<file path="src/rtl/cpu_ctrl_fsm_pkg.sv">
// Shared encodings for the CPU run/stop controller.
package cpu_ctrl_fsm_pkg;

    typedef enum logic [1:0] {
        COM_RST = 2'd0,
        COM_RUN = 2'd1,
        COM_STP = 2'd2
    } com_state_e;

    // Probe ROM header code marking the end of the probe table.
    localparam logic [3:0] MEM_END = 4'hF;

    // Key roles (index into the debounced pulse vector).
    localparam int unsigned K_RUN   = 0;
    localparam int unsigned K_PAUSE = 1;
    localparam int unsigned K_CLR   = 2;
    localparam int unsigned K_INC   = 3;

endpackage

</file>
<file path="src/rtl/cpu_ctrl_fsm_debounce.sv">
// Single pushbutton debouncer: 2-FF synchroniser, stability counter,
// registered one-cycle strobe on an accepted press (level 1 -> 0).
module key_debounce #(
    parameter int unsigned DEB_CYC = 16,
    parameter int unsigned DEB_W   = 5
) (
    input  logic clk,
    input  logic rst_n,
    input  logic i_key_n,
    output logic o_pulse
);

    logic [1:0]       r_sync;
    logic             r_lvl;
    logic [DEB_W-1:0] r_cnt;
    logic             r_pulse;

    // Synchronise, count consecutive differing samples, accept and strobe.
    always_ff @(posedge clk or negedge rst_n) begin
        if (!rst_n) begin
            r_sync  <= '1;
            r_lvl   <= 1'b1;
            r_cnt   <= '0;
            r_pulse <= 1'b0;
        end else begin
            r_sync  <= {r_sync[0], i_key_n};
            r_pulse <= 1'b0;
            if (r_sync[1] != r_lvl) begin
                if (r_cnt == DEB_W'(DEB_CYC - 1)) begin
                    r_lvl   <= r_sync[1];
                    r_cnt   <= '0;
                    // old level 1 means the new accepted level is a press
                    r_pulse <= r_lvl;
                end else begin
                    r_cnt <= r_cnt + DEB_W'(1);
                end
            end else begin
                r_cnt <= '0;
            end
        end
    end

    assign o_pulse = r_pulse;

endmodule

</file>
<file path="src/rtl/cpu_ctrl_fsm.sv">
// CPU run/stop controller: debounced keys, RST/RUN/STP sequencing,
// breakpoints, N-instruction stepping and probe/console address stepping.
module cpu_ctrl_fsm
    import cpu_ctrl_fsm_pkg::*;
#(
    parameter int unsigned AW      = 12,
    parameter int unsigned NUM_BP  = 2,
    parameter int unsigned STEP_W  = 8,
    parameter int unsigned DEB_CYC = 16,
    parameter int unsigned DEB_W   = 5
) (
    input  logic                 clk,
    input  logic                 rst_n,
    input  logic [3:0]           key_n,
    input  logic [3:0]           sm,
    input  logic                 insn_end,
    input  logic                 intr_detected,
    input  logic                 halted,
    input  logic [AW-1:0]        pc,
    input  logic [NUM_BP*AW-1:0] bp_addr,
    input  logic [NUM_BP-1:0]    bp_en,
    input  logic [STEP_W-1:0]    step_cnt,
    input  logic [31:0]          probe_info,
    output logic [1:0]           cpu_state,
    output logic [AW-1:0]        com_addr_reg,
    output logic [AW-1:0]        probe_idx,
    output logic [NUM_BP-1:0]    bp_hit,
    output logic [3:0]           key_pulse
);

    com_state_e        r_state, w_state_nx;
    logic [AW-1:0]     r_com_addr, w_addr_nx;
    logic [AW-1:0]     r_probe_idx, w_idx_nx;
    logic [NUM_BP-1:0] r_bp_hit, w_bp_nx;
    logic [STEP_W-1:0] r_step, w_step_nx;

    logic [3:0]        w_kp;
    logic [NUM_BP-1:0] w_bp_eq;
    logic [NUM_BP-1:0] w_bp_match;
    logic [STEP_W-1:0] w_step_load;
    logic [3:0]        w_hdr;
    logic [AW-1:0]     w_paddr;
    logic              w_stop;
    logic              w_unused;

    for (genvar g = 0; g < 4; g++) begin : g_deb
        key_debounce #(
            .DEB_CYC (DEB_CYC),
            .DEB_W   (DEB_W)
        ) u_deb (
            .clk     (clk),
            .rst_n   (rst_n),
            .i_key_n (key_n[g]),
            .o_pulse (w_kp[g])
        );
    end

    for (genvar b = 0; b < NUM_BP; b++) begin : g_bp
        assign w_bp_eq[b] = bp_en[b] && (pc == bp_addr[b*AW +: AW]);
    end

    assign w_bp_match  = insn_end ? w_bp_eq : '0;
    assign w_step_load = (step_cnt == '0) ? STEP_W'(1) : step_cnt;
    assign w_hdr       = probe_info[31:28];
    assign w_paddr     = probe_info[AW+15:16];
    assign w_unused    = ^probe_info;

    assign w_stop = w_kp[K_PAUSE] | halted | sm[2] | (sm[1] & intr_detected)
                  | (sm[3] & insn_end & (r_step == STEP_W'(1))) | (|w_bp_match);

    // Next-state and register updates for all controller state.
    always_comb begin
        w_state_nx = r_state;
        w_addr_nx  = r_com_addr;
        w_idx_nx   = r_probe_idx;
        w_bp_nx    = r_bp_hit;
        w_step_nx  = r_step;
        case (r_state)
            COM_RST: begin
                w_addr_nx = '0;
                w_idx_nx  = '0;
                if (w_kp[K_RUN]) begin
                    w_state_nx = COM_RUN;
                    w_step_nx  = w_step_load;
                end else if (w_kp[K_PAUSE]) begin
                    w_state_nx = COM_STP;
                end
            end
            COM_RUN: begin
                if (insn_end && (r_step > STEP_W'(1))) begin
                    w_step_nx = r_step - STEP_W'(1);
                end
                if (w_kp[K_RUN]) begin
                    w_state_nx = COM_RST;
                end else if (w_stop) begin
                    w_state_nx = COM_STP;
                    w_bp_nx    = w_bp_match;
                end
            end
            COM_STP: begin
                if (w_kp[K_RUN]) begin
                    w_state_nx = COM_RST;
                end else if (w_kp[K_PAUSE]) begin
                    w_state_nx = COM_RUN;
                    w_step_nx  = w_step_load;
                    w_bp_nx    = '0;
                end
                if (halted) begin
                    if (w_kp[K_CLR] || (w_hdr == MEM_END)) begin
                        w_idx_nx = '0;
                    end else if (w_kp[K_INC]) begin
                        w_idx_nx = r_probe_idx + AW'(1);
                    end
                    w_addr_nx = w_paddr;
                end else begin
                    if (w_kp[K_CLR]) begin
                        w_addr_nx = '0;
                    end else if (w_kp[K_INC]) begin
                        w_addr_nx = r_com_addr + AW'(1);
                    end
                end
            end
            default: begin
                w_state_nx = COM_RST;
            end
        endcase
    end

    // State and datapath registers.
    always_ff @(posedge clk or negedge rst_n) begin
        if (!rst_n) begin
            r_state     <= COM_RST;
            r_com_addr  <= '0;
            r_probe_idx <= '0;
            r_bp_hit    <= '0;
            r_step      <= '0;
        end else begin
            r_state     <= w_state_nx;
            r_com_addr  <= w_addr_nx;
            r_probe_idx <= w_idx_nx;
            r_bp_hit    <= w_bp_nx;
            r_step      <= w_step_nx;
        end
    end

    assign cpu_state    = r_state;
    assign com_addr_reg = r_com_addr;
    assign probe_idx    = r_probe_idx;
    assign bp_hit       = r_bp_hit;
    assign key_pulse    = w_kp;

endmodule

</file>
<file path="config.mk">
export PLATFORM = sky130hd
export DESIGN_NAME = cpu_ctrl_fsm
export DESIGN_NICKNAME = d
export VERILOG_FILES = /design/src/rtl/cpu_ctrl_fsm_pkg.sv /design/src/rtl/cpu_ctrl_fsm_debounce.sv /design/src/rtl/cpu_ctrl_fsm.sv
export SDC_FILE = /design/constraint.sdc
export NUM_CORES = 1
export LEC_CHECK = 0
export BUFFER_PORTS_ARGS = -buffer_cell sky130_fd_sc_hd__buf_2
export CORE_MARGIN = 1
export CORE_UTILIZATION = 30
export CTS_BUF_LIST = sky130_fd_sc_hd__clkbuf_8
export DETAILED_ROUTE_END_ITERATION = 6
export GPL_ROUTABILITY_DRIVEN = 0
export PLACE_DENSITY = 0.56
export SYNTH_ARGS = -nofsm -noshare
export SYNTH_HDL_FRONTEND = slang
export SYNTH_SLANG_ARGS = --single-unit
export TNS_END_PERCENT = 5
</file>
<file path="constraint.sdc">
create_clock -name clk -period 3.8 [get_ports clk]
set_input_delay 0 -clock clk [delete_from_list [all_inputs] [get_ports clk]]
set_output_delay 0 -clock clk [all_outputs]
set_load 0.02 [all_outputs]
</file>
======== Word level (Yosys, flattened, before mapping) ========
Cells that the tools add are included.
W data, S select, Z words.
word-level totals
  register bits ........................... 72
  bits of input ports ..................... 91
  output and inout port bits .............. 32
  word-level logic and storage cells ...... 125
cells by class
  add/subtract/negate cells ............... 7
  order comparisons ....................... 1
  equal/unequal tests ..................... 26
  muxes and demuxes ....................... 43
  bitwise logic cells ..................... 8
  reduce and logical (&&, ||, !) cells .... 19
operators by type and width
  cell                     number
  $mux W12                 6
  $pmux W12 S2             2
  $mux W5                  8
  $mux W8                  5
  $add A12 B1 Y12 const B  2
  $eq A12 B12 Y1           2
  $pmux W8 S3              1
  $mux W2                  11
  $add A5 B1 Y5 const B    4
  $eq A5 B4 Y1 const B     4
  $ne A2 B2 Y1 const B     5
  $reduce_and A2 Y1        5
  $reduce_and A5 Y1        2
  $eq A8 B1 Y1 const B     1
  $gt A8 B1 Y1 const B     1
  $logic_not A8 Y1         1
  $mux W1                  8
  $sub A8 B1 Y8 const B    1
  $ne A3 B1 Y1 const B     2
  $ne A3 B2 Y1 const B     2
  $pmux W2 S3              1
  $reduce_and A3 Y1        2
  $or A1 B1 Y1             5
  $eq A4 B4 Y1 const B     1
  13 further kinds         22

======== Depth between registers and ports, before layout ========
  word-level depth ........................ 8
  mapped depth ............................ 7

======== By module ========
Synthesis repeated with hierarchy kept, for this count alone.
second synthesis, totals
  cell total of the unflattened synthesis .. 391
  area, all modules ....................... 3,829.9 um^2
by module, submodules not included
  module        instances  cells an instance  area each (um^2)  seq. area each (um^2)
  cpu_ctrl_fsm  1          291                2,463.6           900.9
  key_debounce  4          25                 341.6             229.0

======== Worst setup path before layout ========
OpenSTA, ideal clock, no wires.
  path type ............................... flip-flop to flip-flop
  start ................................... register r_com_addr[0], in the netlist com_addr_reg[0]
  end ..................................... register r_com_addr[11], in the netlist com_addr_reg[11]
  library setup time ...................... 118 ps
  arrival ................................. 1,495 ps
  setup slack ............................. 2,187 ps
  stages on the path, launching flop included .. 6
  buffers on the path ..................... 0
  clock period less this slack ............ 1,613 ps
  cells stage by stage .................... dfrtp_1 nand3_1 nor4_2 and3_1 o21ai_0 a21o_1
between the ends
  cells in the longest elaborated chain, start to end .. 5
ends and longest elaborated chain
  element                 line                 source
  start, declared         cpu_ctrl_fsm.sv:32   logic [AW-1:0] r_com_addr, w_addr_nx;
  start signal, assigned  cpu_ctrl_fsm.sv:139  r_com_addr <= w_addr_nx;
  $add A12 B1 Y12         cpu_ctrl_fsm.sv:119  w_addr_nx = r_com_addr + AW'(1);
  $mux W12                cpu_ctrl_fsm.sv:118  end else if (w_kp[K_INC]) begin
  $mux W12                cpu_ctrl_fsm.sv:116  if (w_kp[K_CLR]) begin
  $mux W12                cpu_ctrl_fsm.sv:108  if (halted) begin
  $pmux W12 S2            cpu_ctrl_fsm.sv:78   case (r_state)
Every way passes these cells. The select of a mux whose other input is x is not followed.
A chain may end at the register's enable or synchronous reset.

======== Worst setup path after layout ========
  start ................................... register r_state[1], in the netlist cpu_state[1]
  end ..................................... register r_bp_hit[1], in the netlist bp_hit[1]
between the ends
  cells in the longest elaborated chain, start to end .. 3
  elaborated cells on any way between the ends .. 9
  those cells by class .................... eq/ne (6); mux (1); reduce/logical (2)
ends and longest elaborated chain
  element                                               line                 source
  start, declared                                       cpu_ctrl_fsm.sv:31   com_state_e r_state, w_state_nx;
  start signal, assigned                                cpu_ctrl_fsm.sv:138  r_state <= w_state_nx;
  $eq A2 B1 Y1 or $eq A2 B2 Y1 (tied branches)          cpu_ctrl_fsm.sv:78
  $ne A2 B2 Y1 (no line), or another cell as far along  --
  $reduce_and A5 Y1 (no line)                           --
  end signal, assigned                                  cpu_ctrl_fsm.sv:141  r_bp_hit <= w_bp_nx;
  end, declared                                         cpu_ctrl_fsm.sv:34   logic [NUM_BP-1:0] r_bp_hit, w_bp_nx;
Parallel ways exist; a longest one is shown, timed or not.

==> flow_summary_export.csv <==
group,metric,value,unit
cells_and_area,seq_area,0.00182,mm²
power_and_ir_drop,pwr-share-seq,48.6,%
clock_tree,clk_latency,0.35,ns
power_and_ir_drop,power.share.switching,25.6,%
worst_setup_path,timing.rr.start,"cpu_state[1]",
sta,fin_setup_tns,0,ns
die,core,0.0126,mm²
sta,slew_violations,0,
routing,ant_nets,0,
cells_and_area,fin_cells,713,
sta,worstMarginPinSlew,0.923,ns
worst_setup_path,arrival,2.41,ns
worst_setup_path,critPathKind,"register to register",
placement,place_area,0.00456,mm²
power_and_ir_drop,power_density,339,mW/mm²
routing,wl,9.65,mm
placement,dp_hpwl,7.10,mm
routing,drt_iter0_markers,142,
synthesis,yosys.cell_types.count,56,
worst_hold_path,holdPathStages,4,
clock_tree,cts_buffer_depth,2,
sta,slew_headroom,38.5,%
die,die_area,0.0134,mm²
synthesis,postSynthNetCount,506,
die,rows,41,
worst_setup_path,reg2reg_depth,5,
cells_and_area,largest_reg_flops,20,
grt,overflow,0,
die,die_y,116,µm
clock_tree,clkSinkCount,72,
power_and_ir_drop,p_sw,0.436,mW
power_and_ir_drop,pwr-share-comb,12.8,%
routing,wl_per_cell,13.5,µm
power_and_ir_drop,pwr-share-clk,38.6,%
synthesis,syn_avg_cell_area,9.52,µm²
synthesis,synth-seq-area-share,46.9,%
worst_setup_path,cp-start-kind,"register",
worst_setup_path,cp_max_fo,20,
clock_tree,path_clk_slew,0.08,ns
grt,first_global_vias,3361,
synthesis,synth_edf_count,0,
grt,grt_max_degree,56,
die,initial_core_util,30.7,%
clock_tree,ctsHoldBuffers,25,
sta,skew,0.00960,ns
clock_tree,postCtsSetupBuffers,0,
die,die_w,116,µm
grt,antenna_found_initial,0,
grt,grt_pass1_wl,16.0,mm
cells_and_area,layout_common_cells,"buf_2, dfrtp_1, nor2_1",
power_and_ir_drop,peakVddDrop,0.152,mV
cells_and_area,nNetsFinal,635,
power_and_ir_drop,p_leak,2.29,nW
clock_tree,cts_resized,0,
synthesis,netlist_instances,407,
synthesis,yosys_most_used_dff,"dfrtp_1",
clock_tree,cts-root-buf,"clkbuf_8",
flow_run,cap_violations,0,
worst_hold_path,hold_path.class,"input pin to register",
worst_hold_path,hp-start,"bp_en[0]",
routing,num_vias,3463,
worst_setup_path,r2r_slack,1.62,ns
placement,port_buffers,105,
routing,avgViaCountPerCell,4.86,
worst_setup_path,end_kind,"register",
cells_and_area,antennaDiodeCount,0,
synthesis,netlist_area,0.00387,mm²
cells_and_area,final_cell_area,0.00502,mm²
cells_and_area,layout_commonest_cell,"buf_2",
clock_tree,cts_max_level,3,
cells_and_area,drive_gt1_share,26.8,%
synthesis,async_flop_share,100,%
worst_setup_path,worstPathRequired,4.03,ns
worst_hold_path,hold-path-endpoint,"bp_hit[0]",
worst_setup_path,r2r_end,"bp_hit[1]",
cells_and_area,area_growth,29.6,%
grt,grtUsageTotal,15.4,%
run_status,status,"finished clean",
placement,place_inst,672,
die,ios,123,
cells_and_area,multi_input_area,0.00193,mm²
sta,setup_viol,0,
sta,finalCritPeriodShare,57.3,%
routing,drtPass1Iterations,4,
sta,hold_viol,0,
routing,drcViolationCount,0,
synthesis,ys_warn_count,0,
clock_tree,tritoncts,"built",
sta,min_period,2.18,ns
sta,rsz0062_at_grt,"no",
clock_tree,numCtsBuffers,9,
cells_and_area,nFillCells,1291,
power_and_ir_drop,intPower,1.27,mW
sta,max_freq,459,MHz
cells_and_area,fin_util,39.8,%
synthesis,synth_seq_cells,72,
layer usage:
metal  routed length [µm]  GRT usage (%)  vias to the layer above
li1                     -              -                     1722
met1                 4570           20.1                     1659
met2                 4580           24.6                       67
met3                  338           2.72                       15
met4                  170           7.69                        0
met5                    0              0                        -
worst max path at each step:
stage,from,to,depth (start not counted)
after detailed placement,cpu_state[1],bp_hit[0],5
after global placement,cpu_state[1],bp_hit[1],5
after CTS,cpu_state[1],bp_hit[1],5
after global routing,cpu_state[0],cpu_state[1],5
after floorplan,com_addr_reg[0],com_addr_reg[11],5
final,cpu_state[1],bp_hit[1],5
worst max-delay path: stages (launching register included):
cell and delay, ns:
dfrtp_1 0.62, nand2b_1 0.62, a21oi_1 0.15, and3_1 0.26
a311oi_2 0.28, o22ai_1 0.13
through the flow:
| stage | power, mW | hold WS [ns] | worst slack (ns) |
|---|---|---|---|
| global placement | 1.04 | -0.0294 | 1.64 |
| detailed placement | 1.04 | -0.0238 | 1.64 |
| global route | 1.80 | 0.0804 | 1.43 |
| CTS | 1.74 | 0.0151 | 1.61 |
| floorplan | 0.941 | -0.296 | 2.19 |
| finish | 1.70 | 0.0408 | 1.62 |
synthesized netlist by cell type (all sizes together) (2+ instances only):
master | instances | area, µm²
dfrtp | 60 | 1500
nor2 | 38 | 143
o21ai | 32 | 164
xnor2 | 31 | 272
a21oi | 27 | 135
nand2 | 27 | 101
nand3 | 26 | 130
inv | 14 | 52.6
dfstp | 12 | 315
nor3 | 11 | 55.1
xor2 | 10 | 87.6
nand4 | 9 | 56.3
buf | 8 | 50.1
ha | 8 | 100
nor4 | 8 | 56.3
and3 | 7 | 43.8
clkbuf | 6 | 22.5
nor2b | 6 | 37.5
or4 | 6 | 48.8
nor3b | 5 | 37.5
a22oi | 4 | 30.0
a31oi | 4 | 31.3
mux2 | 4 | 45.0
a21o | 3 | 22.5
and2 | 3 | 18.8
nand2b | 3 | 18.8
nor4b | 3 | 26.3
o22ai | 3 | 18.8
or3 | 3 | 18.8
a211oi | 2 | 15.0
a32oi | 2 | 17.5
a41o | 2 | 21.3
nand4b | 2 | 17.5
o2bb2ai | 2 | 17.5
o31ai | 2 | 15.0
power by group through the flow:
stage	sequential [mW]	clock [mW]	combinational (mW)
finish	0.828	0.657	0.217
floorplan	0.851	0	0.0896
global placement	0.841	0	0.197
detailed placement	0.843	0	0.201
CTS	0.829	0.688	0.221
global route	0.833	0.719	0.245
logic make-up (layout without fill, tap and decap cells):
| group | count (synthesis) | after routing | synth area share [%] |
|---|---|---|---|
| flip-flops | 72 | 72 | 46.9 |
| multiplexers | 5 | 5 | 1.42 |
| XOR/XNOR | 41 | 41 | 9.27 |
| AND/OR/NAND/NOR | 162 | 162 | 21.9 |
| AO/OA/AOI/OAI | 91 | 91 | 14.7 |
| buffers and inverters | 28 | 162 | 3.23 |
| adder cells (fa/ha/maj) | 8 | 8 | 2.58 |
area by class of cell:
| class | instances | share of cell area (%) |
|---|---|---|
| sequential | 72 | 36.2 |
| multi-input combinational | 307 | 38.5 |
| timing repair buffer | 132 | 15.8 |
| inverter | 14 | 1.05 |
| clock inverter | 7 | 1.75 |
| tap | 172 | 4.29 |
| clock buffer | 9 | 2.47 |
Power figures use the tool's default switching activity.
